--- config.mk ---
export PLATFORM = sky130hd
export DESIGN_NAME = fetch_unit_flat
export DESIGN_NICKNAME = d
export VERILOG_FILES = /design/src/rtl/fetch_pkg.sv /design/src/rtl/fetch_if.sv /design/src/rtl/fetch_queue.sv /design/src/rtl/fetch_unit.sv /design/src/flat_wrapper.sv
export SDC_FILE = /design/constraint.sdc
export NUM_CORES = 1
export LEC_CHECK = 0
export CAP_MARGIN = 20
export CORE_MARGIN = 2
export CORE_UTILIZATION = 30
export CTS_CLUSTER_SIZE = 10
export DETAILED_ROUTE_END_ITERATION = 12
export SLEW_MARGIN = 20
export SYNTH_ARGS = -nofsm -noshare
export SYNTH_HDL_FRONTEND = slang
export SYNTH_SLANG_ARGS = --single-unit
--- constraint.sdc ---
create_clock -name clk -period 5.3 [get_ports clk]
set_input_delay 0.795 -clock clk [delete_from_list [all_inputs] [get_ports clk]]
set_output_delay 0.795 -clock clk [all_outputs]
set_load 0.005 [all_outputs]
--- src/rtl/fetch_pkg.sv ---
// Shared types and parameter defaults for the instruction fetch unit.
package fetch_pkg;

    typedef enum logic [1:0] {
        RUN    = 2'd0,
        KILL   = 2'd1,
        HALTED = 2'd2
    } fetch_state_e;

    localparam int ADDR_W_DEF   = 16;
    localparam int INSTR_W_DEF  = 16;
    localparam int DEPTH_DEF    = 4;
    localparam int PC_STEP_DEF  = 2;
    localparam int RESET_PC_DEF = 0;

endpackage

--- src/rtl/fetch_if.sv ---
// Fetch unit bus bundle: control inputs, instruction memory port and decode port.
interface fetch_if
    import fetch_pkg::*;
#(
    parameter int ADDR_W  = ADDR_W_DEF,
    parameter int INSTR_W = INSTR_W_DEF
) ();

    logic               redirect;
    logic [ADDR_W-1:0]  redirect_pc;
    logic               halt;
    logic               imem_req;
    logic [ADDR_W-1:0]  imem_addr;
    logic [INSTR_W-1:0] imem_rdata;
    logic               dec_ready;
    logic               instr_valid;
    logic [INSTR_W-1:0] instr;
    logic [ADDR_W-1:0]  instr_npc;
    logic               halted;

    modport master (
        input  redirect, redirect_pc, halt, imem_rdata, dec_ready,
        output imem_req, imem_addr, instr_valid, instr, instr_npc, halted
    );

    modport slave (
        output redirect, redirect_pc, halt, imem_rdata, dec_ready,
        input  imem_req, imem_addr, instr_valid, instr, instr_npc, halted
    );

endinterface

--- src/rtl/fetch_queue.sv ---
// Power-of-two FIFO holding fetched {npc, instr} entries; synchronous clear wins over push/pop.
module fetch_queue #(
    parameter int WIDTH = 32,
    parameter int DEPTH = 4
) (
    input  logic                     clk,
    input  logic                     rst_n,
    input  logic                     clr_i,
    input  logic                     push_i,
    input  logic [WIDTH-1:0]         data_i,
    input  logic                     pop_i,
    output logic [WIDTH-1:0]         data_o,
    output logic                     empty_o,
    output logic [$clog2(DEPTH):0]   count_o
);

    localparam int PW = $clog2(DEPTH);

    logic [WIDTH-1:0] mem_q [DEPTH];
    logic [PW-1:0]    wr_ptr_q, rd_ptr_q;
    logic [PW:0]      count_q;

    always_ff @(posedge clk or negedge rst_n) begin
        if (!rst_n) begin
            wr_ptr_q <= '0;
            rd_ptr_q <= '0;
            count_q  <= '0;
        end else if (clr_i) begin
            wr_ptr_q <= '0;
            rd_ptr_q <= '0;
            count_q  <= '0;
        end else begin
            if (push_i) wr_ptr_q <= wr_ptr_q + 1'b1;
            if (pop_i)  rd_ptr_q <= rd_ptr_q + 1'b1;
            if (push_i && !pop_i)      count_q <= count_q + 1'b1;
            else if (pop_i && !push_i) count_q <= count_q - 1'b1;
        end
    end

    // Storage needs no reset: the head is only observed while count is non-zero.
    always_ff @(posedge clk) begin
        if (push_i && !clr_i) mem_q[wr_ptr_q] <= data_i;
    end

    assign data_o  = mem_q[rd_ptr_q];
    assign empty_o = (count_q == '0);
    assign count_o = count_q;

endmodule

--- src/rtl/fetch_unit.sv ---
// Instruction fetch unit: credit-limited requests, queued responses, redirect/halt flushing.
// Optional macro FETCH_BYPASS_EN forwards a response straight to decode when the queue is empty.
//
//   state  | meaning
//   RUN    | fetching sequentially while credits allow
//   KILL   | one cycle after a redirect: drop stale response, request the target
//   HALTED | fetching stopped until reset
module fetch_unit
    import fetch_pkg::*;
#(
    parameter int ADDR_W   = ADDR_W_DEF,
    parameter int INSTR_W  = INSTR_W_DEF,
    parameter int DEPTH    = DEPTH_DEF,
    parameter int PC_STEP  = PC_STEP_DEF,
    parameter int RESET_PC = RESET_PC_DEF
) (
    input  logic     clk,
    input  logic     rst,
    fetch_if.master  bus
);

    localparam int CW = $clog2(DEPTH) + 1;
    localparam int QW = ADDR_W + INSTR_W;
    localparam logic [ADDR_W-1:0] STEP = ADDR_W'(PC_STEP);
    localparam logic [ADDR_W-1:0] PC0  = ADDR_W'(RESET_PC);

    fetch_state_e      state_q, state_d;
    logic [ADDR_W-1:0] pc_q, pc_d, infl_addr_q;
    logic              infl_q;
    logic              req, kill_rsp, q_clr, credit;
    logic              rsp_vld, push, pop, q_empty, out_vld;
    logic [CW-1:0]     q_count;
    logic [QW-1:0]     q_head, q_wdata, out_data;

    // Outstanding entries (queued plus in flight) may never exceed the queue size.
    assign credit = (q_count + {{(CW-1){1'b0}}, infl_q}) < CW'(DEPTH);

    always_comb begin
        state_d  = state_q;
        pc_d     = pc_q;
        req      = 1'b0;
        kill_rsp = 1'b0;
        q_clr    = 1'b0;
        case (state_q)
            RUN, KILL: begin
                if (bus.halt) begin
                    state_d  = HALTED;
                    kill_rsp = 1'b1;
                    q_clr    = 1'b1;
                end else if (bus.redirect) begin
                    state_d  = KILL;
                    pc_d     = bus.redirect_pc;
                    kill_rsp = 1'b1;
                    q_clr    = 1'b1;
                end else begin
                    kill_rsp = (state_q == KILL);
                    if (credit) begin
                        req     = 1'b1;
                        pc_d    = pc_q + STEP;
                        state_d = RUN;
                    end
                end
            end
            HALTED:  kill_rsp = 1'b1;
            default: begin
                state_d  = RUN;
                kill_rsp = 1'b1;
            end
        endcase
    end

    always_ff @(posedge clk or negedge rst) begin
        if (!rst) begin
            state_q     <= RUN;
            pc_q        <= PC0;
            infl_q      <= 1'b0;
            infl_addr_q <= '0;
        end else begin
            state_q <= state_d;
            pc_q    <= pc_d;
            infl_q  <= req;
            if (req) infl_addr_q <= pc_q;
        end
    end

    assign rsp_vld = infl_q && !kill_rsp;
    assign q_wdata = {infl_addr_q + STEP, bus.imem_rdata};
    assign pop     = !q_empty && bus.dec_ready && !q_clr;

`ifdef FETCH_BYPASS_EN
    logic byp;
    assign byp      = rsp_vld && q_empty;
    assign push     = rsp_vld && !(byp && bus.dec_ready);
    assign out_vld  = !q_empty || byp;
    assign out_data = q_empty ? q_wdata : q_head;
`else
    assign push     = rsp_vld;
    assign out_vld  = !q_empty;
    assign out_data = q_head;
`endif

    fetch_queue #(
        .WIDTH (QW),
        .DEPTH (DEPTH)
    ) u_queue (
        .clk     (clk),
        .rst_n   (rst),
        .clr_i   (q_clr),
        .push_i  (push),
        .data_i  (q_wdata),
        .pop_i   (pop),
        .data_o  (q_head),
        .empty_o (q_empty),
        .count_o (q_count)
    );

    // Request is qualified by rst so nothing is driven while reset is held.
    assign bus.imem_req    = req && rst;
    assign bus.imem_addr   = pc_q;
    assign bus.instr_valid = out_vld;
    assign bus.instr       = out_vld ? out_data[INSTR_W-1:0] : '0;
    assign bus.instr_npc   = out_vld ? out_data[QW-1:INSTR_W] : '0;
    assign bus.halted      = (state_q == HALTED);

endmodule

--- src/flat_wrapper.sv ---
// flat-port wrapper written by rule: the top's interface ports become plain ports
module fetch_unit_flat import fetch_pkg::*;
#(
    parameter int ADDR_W   = ADDR_W_DEF,
    parameter int INSTR_W  = INSTR_W_DEF,
    parameter int DEPTH    = DEPTH_DEF,
    parameter int PC_STEP  = PC_STEP_DEF,
    parameter int RESET_PC = RESET_PC_DEF
)
  (clk, rst, bus_redirect, bus_redirect_pc, bus_halt, bus_imem_rdata, bus_dec_ready, bus_imem_req, bus_imem_addr, bus_instr_valid, bus_instr, bus_instr_npc, bus_halted);
  fetch_if #(.ADDR_W(ADDR_W), .INSTR_W(INSTR_W)) bus_i ();
  input  logic clk;
  input  logic rst;
  input wire logic [$bits(bus_i.redirect)-1:0] bus_redirect;
  input wire logic [$bits(bus_i.redirect_pc)-1:0] bus_redirect_pc;
  input wire logic [$bits(bus_i.halt)-1:0] bus_halt;
  input wire logic [$bits(bus_i.imem_rdata)-1:0] bus_imem_rdata;
  input wire logic [$bits(bus_i.dec_ready)-1:0] bus_dec_ready;
  output wire logic [$bits(bus_i.imem_req)-1:0] bus_imem_req;
  output wire logic [$bits(bus_i.imem_addr)-1:0] bus_imem_addr;
  output wire logic [$bits(bus_i.instr_valid)-1:0] bus_instr_valid;
  output wire logic [$bits(bus_i.instr)-1:0] bus_instr;
  output wire logic [$bits(bus_i.instr_npc)-1:0] bus_instr_npc;
  output wire logic [$bits(bus_i.halted)-1:0] bus_halted;
  assign bus_i.redirect = bus_redirect;
  assign bus_i.redirect_pc = bus_redirect_pc;
  assign bus_i.halt = bus_halt;
  assign bus_i.imem_rdata = bus_imem_rdata;
  assign bus_i.dec_ready = bus_dec_ready;
  assign bus_imem_req = bus_i.imem_req;
  assign bus_imem_addr = bus_i.imem_addr;
  assign bus_instr_valid = bus_i.instr_valid;
  assign bus_instr = bus_i.instr;
  assign bus_instr_npc = bus_i.instr_npc;
  assign bus_halted = bus_i.halted;
  fetch_unit #(.ADDR_W(ADDR_W), .INSTR_W(INSTR_W), .DEPTH(DEPTH), .PC_STEP(PC_STEP), .RESET_PC(RESET_PC)) u_core (.clk(clk), .rst(rst), .bus(bus_i));
endmodule
# Yosys cells after proc, flatten, opt, wreduce, memory -nomap -nowiden
# Memories as Yosys holds them, arrays and structs flattened.
# Cells that the tools add are included.
# classes
add_sub_neg,7
multipliers,0
n_div,0
n_lt_le_gt_ge,1
eq_ne,3
n_shift,0
muxes,27
bitwise_logic,2
n_reduce_logical,21
# op_table
cell,count
$mux W16,4
$add A16 B2 Y16 const B,2
$mux W2,7
$mux W1,12
$mux W3,3
$logic_and A1 B1 Y1,7
$reduce_bool A2 Y1,3
$logic_not A1 Y1,5
$add A2 B1 Y2 const B,2
$ne A4 B3 Y1 const B,1
$pmux W2 S2,1
$add A3 B1 Y3,1
$add A3 B1 Y3 const B,1
$logic_not A3 Y1,1
$lt A3 B3 Y1 const B,1
$reduce_and A3 Y1,1
$reduce_bool A3 Y1,1
$sub A3 B1 Y3 const B,1
$eq A2 B1 Y1 const B,1
$eq A2 B2 Y1 const B,1
$logic_not A2 Y1,1
$not A1 Y1,2
$reduce_and A2 Y1,1
$reduce_or A2 Y1,1
# word_totals
reg_bits,42
latch_bits,0
ram_bits,128
mem_bits_ro,0
in_bits,37
out_inout_bits,51
word_cells,69
n_memories,1
# memory_table
memory,words,word_bits,rd,rd_ports_with_merged_regs,write_ports,line,source
u_core.u_queue.mem_q,4,32,1,0,1,fetch_queue.sv:19,logic [WIDTH-1:0] mem_q [DEPTH];

# Logic depth before layout (Yosys ltp)
# Gate-level depths: netlist (run 1).
# depth
depth_word,11
depth_mapped,9
ltp_nobuf,8

# Cells and area by module
# A second synthesis (run 1) with hierarchy kept.
# hier_totals
hier_cells,459
hier_area_um2,7325.8
# modules_own_cells
mod,instances,cells_per_inst,area_each_um2,seq_area_each_um2
fetch_queue,1,212,5102.4,4018.9
fetch_unit,1,247,2223.4,875.8

# Worst setup path before layout (run 1)
# OpenSTA, ideal clock, no wires.
# synth_timing
kind,input -> register
start,in bus_redirect
end,"reg u_core.u_queue.count_q[2], in the netlist u_core.u_queue.count_o[2]"
setup_ns,0.077
t_arrival_ns,2.596
required_time_ns,5.223
setup_slack_ns,2.627
stages,9
n_path_buf,2
path_cell_list,clkbuf_2 > buf_1 > o21ai_0 > nand3_1 > ha_1 > fa_1 > xnor2_1 > or3_1 > a21oi_1
# synth_between
elab_chain_cells,9
word_cells_on_any_way,17
classes_between,mux (8); reduce/logical (9)
# synth_rtl
item,line,source
"start, declared",flat_wrapper.sv:14,input wire logic [$bits(bus_i.redirect)-1:0] bus_redirect;
$mux W1,fetch_unit.sv:50,end else if (bus.redirect) begin
$mux W1,fetch_unit.sv:46,if (bus.halt) begin
$mux W1,fetch_unit.sv:44,case (state_q)
$logic_not A1 Y1,fetch_unit.sv:88,assign pop = !q_empty && bus.dec_ready && !q_clr;
$logic_and A1 B1 Y1,fetch_unit.sv:88,
$logic_not A1 Y1,fetch_queue.sv:35,if (push_i && !pop_i) count_q <= count_q + 1'b1;
$logic_and A1 B1 Y1,fetch_queue.sv:35,
$mux W3,fetch_queue.sv:35,
$mux W3,fetch_queue.sv:28,end else if (clr_i) begin
"end signal, assigned",fetch_queue.sv:35,
"end signal, assigned",fetch_queue.sv:36,else if (pop_i && !push_i) count_q <= count_q - 1'b1;
"end, declared",fetch_queue.sv:21,logic [PW:0] count_q;
# Parallel ways exist; a longest one is shown, timed or not.
# A chain may end at the register's enable or synchronous reset.

# Worst setup path in the final report (run 1)
# layout_timing
start,in bus_redirect
end,out bus_imem_req
# layout_between
elab_chain_cells,4
# layout_rtl
item,line,source
$mux W1,fetch_unit.sv:50,
$mux W1,fetch_unit.sv:46,
$mux W1,fetch_unit.sv:44,
$logic_and A1 B1 Y1,fetch_unit.sv:118,assign bus.imem_req = req && rst;
"end, declared",flat_wrapper.sv:19,output wire logic [$bits(bus_i.imem_req)-1:0] bus_imem_req;
# Every way passes these cells.

==> results.cfg, run 1 <==
[clocking]
post-cts-setup-buffer-count = 0
clk_path_buf_depth = 2
postCtsHoldBufs = 0
cts-htree-levels = 4
clk_latency_ps = 430
cts_tree = done
cts_buffers = 17
clkSlewWorstSetupHoldPaths_ps = 70
cts-root-buf = clkbuf_16
clock-sinks = 170
cts_resized = 0

[detailed_routing]
drc = 0
vias = 4189
dr.pass1.iters = 4
drtAntennaViolNets = 0
wire_per_inst_um = 16.19
via_per_inst = 4.665
drt_iter0_drc = 275
drt_wl_total_mm = 14.54

[power]
switching_share_pct = 30.84
p_int_mw = 2.997
clockPowerShare_pct = 27.6
p_leak_nw = 3.180
comb_power_share_pct = 29.1
seqPwrFrac_pct = 43.3
powerDensity_nw_per_um2 = 481.1
power.switching_mw = 1.336
vdd_ir_drop_max_mv = 0.2312

[logic_synthesis]
synth-main-ff-cell = edfxtp_1
synth-edff-count = 128
synthCells = 478
synth_seq_cells = 170
ys_warn_count = 0
avgSynthCellArea_um2 = 15.16
netlist_area_um2 = 7244
syn-num-nets = 523
synth.distinct_cells = 43
ys_seq_area_share_pct = 67.56
async_flop_share_pct = 24.71

[setup_path]
critPathMostFrequentCell = clkdlybuf4s50_1
end_kind = primary output
path_cells = clkdlybuf4s50_1 -> buf_4 -> inv_1 -> nand3_2 -> inv_2 -> and2_1 -> clkdlybuf4s50_1
crit_fanout = 20
r2r_slack_ps = 2500
critPathTopFamily = buffers and inverters
crit_arrival_ps = 3220
startpoint_type = input pin
worstSetupPathType = in2out
cp_slowest_stage_delay_ps = 510
path_buf_inv = 5
worst_path_max_delay_cell = clkdlybuf4s50_1
crit_required_ps = 4510

[status]
status = finished, final reports clean

[floorplanning]
fp.dieH_um = 159.4
start_util_pct = 30.68
dieArea_um2 = 25410
die_width_um = 159.4
ioPinCount = 88
num_rows = 56
coreArea_um2 = 23610

[worst_hold_path]
min_path_type = in2async

[sta]
finalSetupViolCount = 0
final_hold_viol_count = 0
worst_pin_slew_ps = 1003
finalSetupTns_ps = 0
fin_crit_ps = 4015
skew_ps = 7.531
slew_viol_final = 0
final.period_utilization_pct = 75.76
fmaxAchievable_mhz = 249.1
rsz0062_at_grt = false
slew-limit-headroom_pct = 33.17

[finish]
final_cell_mix = 128 x edfxtp_1, 86 x clkdlybuf4s50_1, 57 x nand2_1
syn_to_final_growth_pct = 24.35
drive_gt1_share_pct = 15.54
diodes = 0
final_common_cell = edfxtp_1
final_cells = 898
final_util_pct = 38.15
nets = 611

[placement]
place_inst = 866
port-buffer-count = 87
place_congestion = 0.8035
dp_hpwl_mm = 9.481

[global_route]
grt_max_degree = 44
grt_pass1_wl_mm = 23.71
grt_use_total_pct = 12.04
grt_pass1_vias = 4412
globalRouteOverflowTotal = 0
antenna_found_initial = 0

[flow_run]
cap_violations = 0
kinds of logic after synthesis:
kind of cell / synth area share, %
muxes: 10.95
AOI/OAI and AO/OA: 4.059
buffers and inverters: 2.314
DFF: 67.56
adders and majority gates: 1.485
and+or+nand+nor: 11.23
xor gates and xnor gates: 2.401
synth_stat cells (all sizes together) (5+ instances only):
| master | number | area share [%] |
|---|---|---|
| dfrtp | 42 | 15 |
| xnor2 | 11 | 1.3 |
| buf | 15 | 1.3 |
| nor2 | 29 | 1.6 |
| xor2 | 8 | 1.1 |
| o22ai | 7 | 0.60 |
| a21oi | 15 | 1.0 |
| and3 | 10 | 0.86 |
| nand4 | 8 | 0.78 |
| and2 | 38 | 3.4 |
| o21ai | 10 | 0.69 |
| edfxtp | 128 | 53 |
| inv | 11 | 0.57 |
| clkbuf | 9 | 0.48 |
| nand3 | 11 | 0.83 |
| ha | 7 | 1.2 |
| mux4 | 32 | 9.9 |
| mux2i | 5 | 0.69 |
| nand2 | 57 | 3.0 |
per-layer routing:
metal,track usage [%],share of wire [%],vias up,wire length (um)
li1,-,-,1961,-
met1,16.17,46,2078,6715
met2,19.13,48,134,6908
met3,3.204,4.9,16,718
met4,3.802,1.3,0,193
met5,0,0,-,0
power by group through the flow:
| stage | Sequential [mW] | Clock [mW] | Combinational, mW |
|---|---|---|---|
| after floorplan | 1.78 | 0 | 0.767 |
| after global placement | 1.90 | 0 | 1.26 |
| after detailed placement | 1.91 | 0 | 1.28 |
| after CTS | 1.88 | 1.22 | 1.29 |
| after global routing | 1.92 | 1.29 | 1.39 |
| final | 1.88 | 1.20 | 1.26 |
per-stage QoR:
step / cell area, um2 / power [mW] / hold slack (ps) / setup slack [ps]
finish: 9009 / 4.334 / 418.7 / 1285
global route: 9009 / 4.591 / 444.9 / 1119
detailed placement: 8429 / 3.188 / 499.9 / 1272
global placement: 8429 / 3.158 / 508.7 / 1350
floorplan: 7244 / 2.550 / 466.9 / 2627
CTS: 9009 / 4.393 / 434.1 / 1265
cell type report:
class,instances,area (um2)
tap,319,399.1
fill,2215,14600
multi-input combinational,273,2182
clock buffer,17,425.4
timing repair buffer,93,910.9
clock inverter,15,153.9
sequential,170,4896
inverter,11,41.29
final timing paths:
kind,startpoint,endpoint,depth (start not counted)
worst min-delay path,rst,u_core.bus.imem_addr[2],2
min in group clk,u_core.infl_addr_q[15],u_core.infl_addr_q[15],2
worst max-delay path,bus_redirect,bus_imem_req,7
worst max register to register,u_core.u_queue.count_o[2],u_core.u_queue.count_o[2],7
max in group asynchronous,rst,u_core.u_queue.rd_ptr_q[0],2
worst min register to register,u_core.infl_addr_q[15],u_core.infl_addr_q[15],2
worst register-to-register path, delay by kind of cell, from the launching register on:
kind | cells | cell delay, ps
simple gates | 3 | 1300
flops | 1 | 460
xor+xnor | 1 | 140
compound gates | 1 | 160
fa+ha+maj | 2 | 650
registers in the layout, indices dropped and copies added (netlist names):
| register | cells |
|---|---|
| u_core.infl_q | 1 |
| u_core.u_queue.count_o | 3 |
| u_core.u_queue.wr_ptr_q | 2 |
| u_core.state_q | 2 |
| u_core.bus.imem_addr | 16 |
| u_core.u_queue.rd_ptr_q | 2 |
| u_core.infl_addr_q | 16 |
| u_core.u_queue.mem_q | 128 |
No activity file was read; power rests on OpenSTA's default activity.
==> inputs of run 2 (changes only) <==
clock period = 3.6 ns   (was 5.3 ns; I/O delays follow)
==> run 2 against run 1 <==
Routed wire length up 1.2%. Clock power up 39%. Utilization up 0.20 points. Via count down 0.31%. Worst hold slack worse by 210 ps. Sequential power up 45%. Clock-buffer cell count unchanged. Combinational power up 53%. Setup slack worse by 800 ps. Largest power group unchanged.
==> results.cfg, run 2 (synthesis results as in run 1) <==
[clocking]
cts_resized = 0
clk_latency_ps = 410
clk_path_buf_depth = 2
cts-root-buf = clkbuf_16
cts_buffers = 17
cts_tree = done
clock-sinks = 170
post-cts-setup-buffer-count = 0
postCtsHoldBufs = 0
clkSlewWorstSetupHoldPaths_ps = 60
cts-htree-levels = 4

[setup_path]
worstSetupPathType = reg2out
worst_path_max_delay_cell = dfrtp_2
startpoint_type = flop
crit_arrival_ps = 2580
crit_required_ps = 3060
path_buf_inv = 2
critPathTopFamily = buffers and inverters
cp_slowest_stage_delay_ps = 720
path_cells = buf_4 -> mux4_2 -> and2_1 -> clkdlybuf4s50_1
end_kind = primary output
crit_fanout = 15

[finish]
final_cell_mix = 128 x edfxtp_1, 86 x clkdlybuf4s50_1, 57 x nand2_1
largest_register_ffs = 128
nets = 619
final_common_cell = edfxtp_1
drive_gt1_share_pct = 16.52
syn_to_final_growth_pct = 25.01
diodes = 0
regMostFlops = u_core.u_queue.mem_q

[placement]
port-buffer-count = 87
place_congestion = 0.8134
dp_hpwl_mm = 9.616

[floorplanning]
dieArea_um2 = 25410
coreArea_um2 = 23610
fp.dieH_um = 159.4
ioPinCount = 88
start_util_pct = 30.68
num_rows = 56
die_width_um = 159.4

[global_route]
grt_pass1_wl_mm = 23.75
antenna_found_initial = 0
grt_pass1_vias = 4354
grt_max_degree = 43
globalRouteOverflowTotal = 0
grt_use_total_pct = 12.04

[detailed_routing]
wire_per_inst_um = 16.23
vias = 4176
dr.pass1.iters = 5
drtAntennaViolNets = 0
drt_wl_total_mm = 14.71
drt_iter0_drc = 300
drc = 0
via_per_inst = 4.609

[power]
vdd_ir_drop_max_mv = 0.3384
total_power_mw = 6.329
p_leak_nw = 3.214
powerDensity_nw_per_um2 = 698.8

[sta]
holdWs_ps = 212.5
slew_viol_final = 0
rsz0062_at_grt = false
worst_pin_slew_ps = 556.4
slew-limit-headroom_pct = 62.90
fmaxAchievable_mhz = 320.5
final.period_utilization_pct = 86.67
final_hold_viol_count = 0
finalSetupViolCount = 0
skew_ps = 6.612
finalSetupTns_ps = 0
fin_crit_ps = 3120

[worst_hold_path]
min_path_type = in2async

[status]
status = finished, final reports clean

[flow_run]
cap_violations = 0
-- run 2: cell types whose count changed in the layout (fill, tap and decap cells not counted), sizes merged --
cell	before	now
buf	7	15
bufinv	0	1
clkinv	3	9
inv	19	12
-- run 2: layout make-up --
type,count,area (um2)
multi-input combinational,273,2183
sequential,170,4896
timing repair buffer,101,983.4
clock inverter,15,127.6
fill,2214,14560
tap,319,399.1
inverter,11,41.29
clock buffer,17,425.4
-- run 2: through the flow --
| step | area (um2) | util [%] | setup slack [ps] | std cells |
|---|---|---|---|---|
| 6_report | 9056 | 38.35 | 479.8 | 906 |
| 5_1_grt | 9056 | 38.35 | 337.3 | 906 |
| 4_1_cts | 9055 | 38.35 | 370.4 | 906 |
| 3_5_place_dp | 8502 | 36.01 | 663.8 | 874 |
| 3_3_place_gp | 8502 | 36.01 | 728.7 | 874 |
| 2_1_floorplan | 7244 | - | 1182 | 478 |
-- run 2: metal layers --
layer	vias up	track usage [%]	part of all wire, %
li1	1977	-	-
met2	122	19.15	48
met1	2073	16.17	46
met3	4	3.230	5.3
met5	-	0	0
met4	0	3.719	0.46
-- run 2: worst paths after layout --
kind / start / endpoint / slack [ps] / depth (start not counted)
worst max register to register: u_core.u_queue.count_o[2] / u_core.u_queue.count_o[2] / 1180 / 7
worst min-delay path: rst / u_core.bus.imem_addr[1] / 210 / 2
worst max-delay path: u_core.u_queue.rd_ptr_q[0] / bus_instr_npc[15] / 480 / 4
max in group asynchronous: rst / u_core.u_queue.rd_ptr_q[0] / 2970 / 2
min in group clk: u_core.infl_addr_q[15] / u_core.infl_addr_q[15] / 510 / 2
worst min register to register: u_core.infl_addr_q[15] / u_core.infl_addr_q[15] / 510 / 2
-- run 2: worst register-to-register path, cell delays in order, from the launching register on --
cell and delay (ps):
dfrtp_1 440, or3_2 760, nand3_1 190, ha_1 220, fa_1 200, xnor2_1 70
or3_1 300, a21oi_1 150
-- run 2: power breakdown --
group	leakage, nW	switching [mW]	internal, mW	total, mW
Clock	0.260	0.725	0.948	1.67
Sequential	1.69	0.312	2.41	2.73
Combinational	1.26	0.826	1.11	1.93
Total	3.21	1.86	4.47	6.33
==> inputs of run 3 (changes only) <==
SKIP_CTS_REPAIR_TIMING = 1   (was unset)
==> results of run 3 <==
Final layout, timing and power as in run 2 (identical DEF).
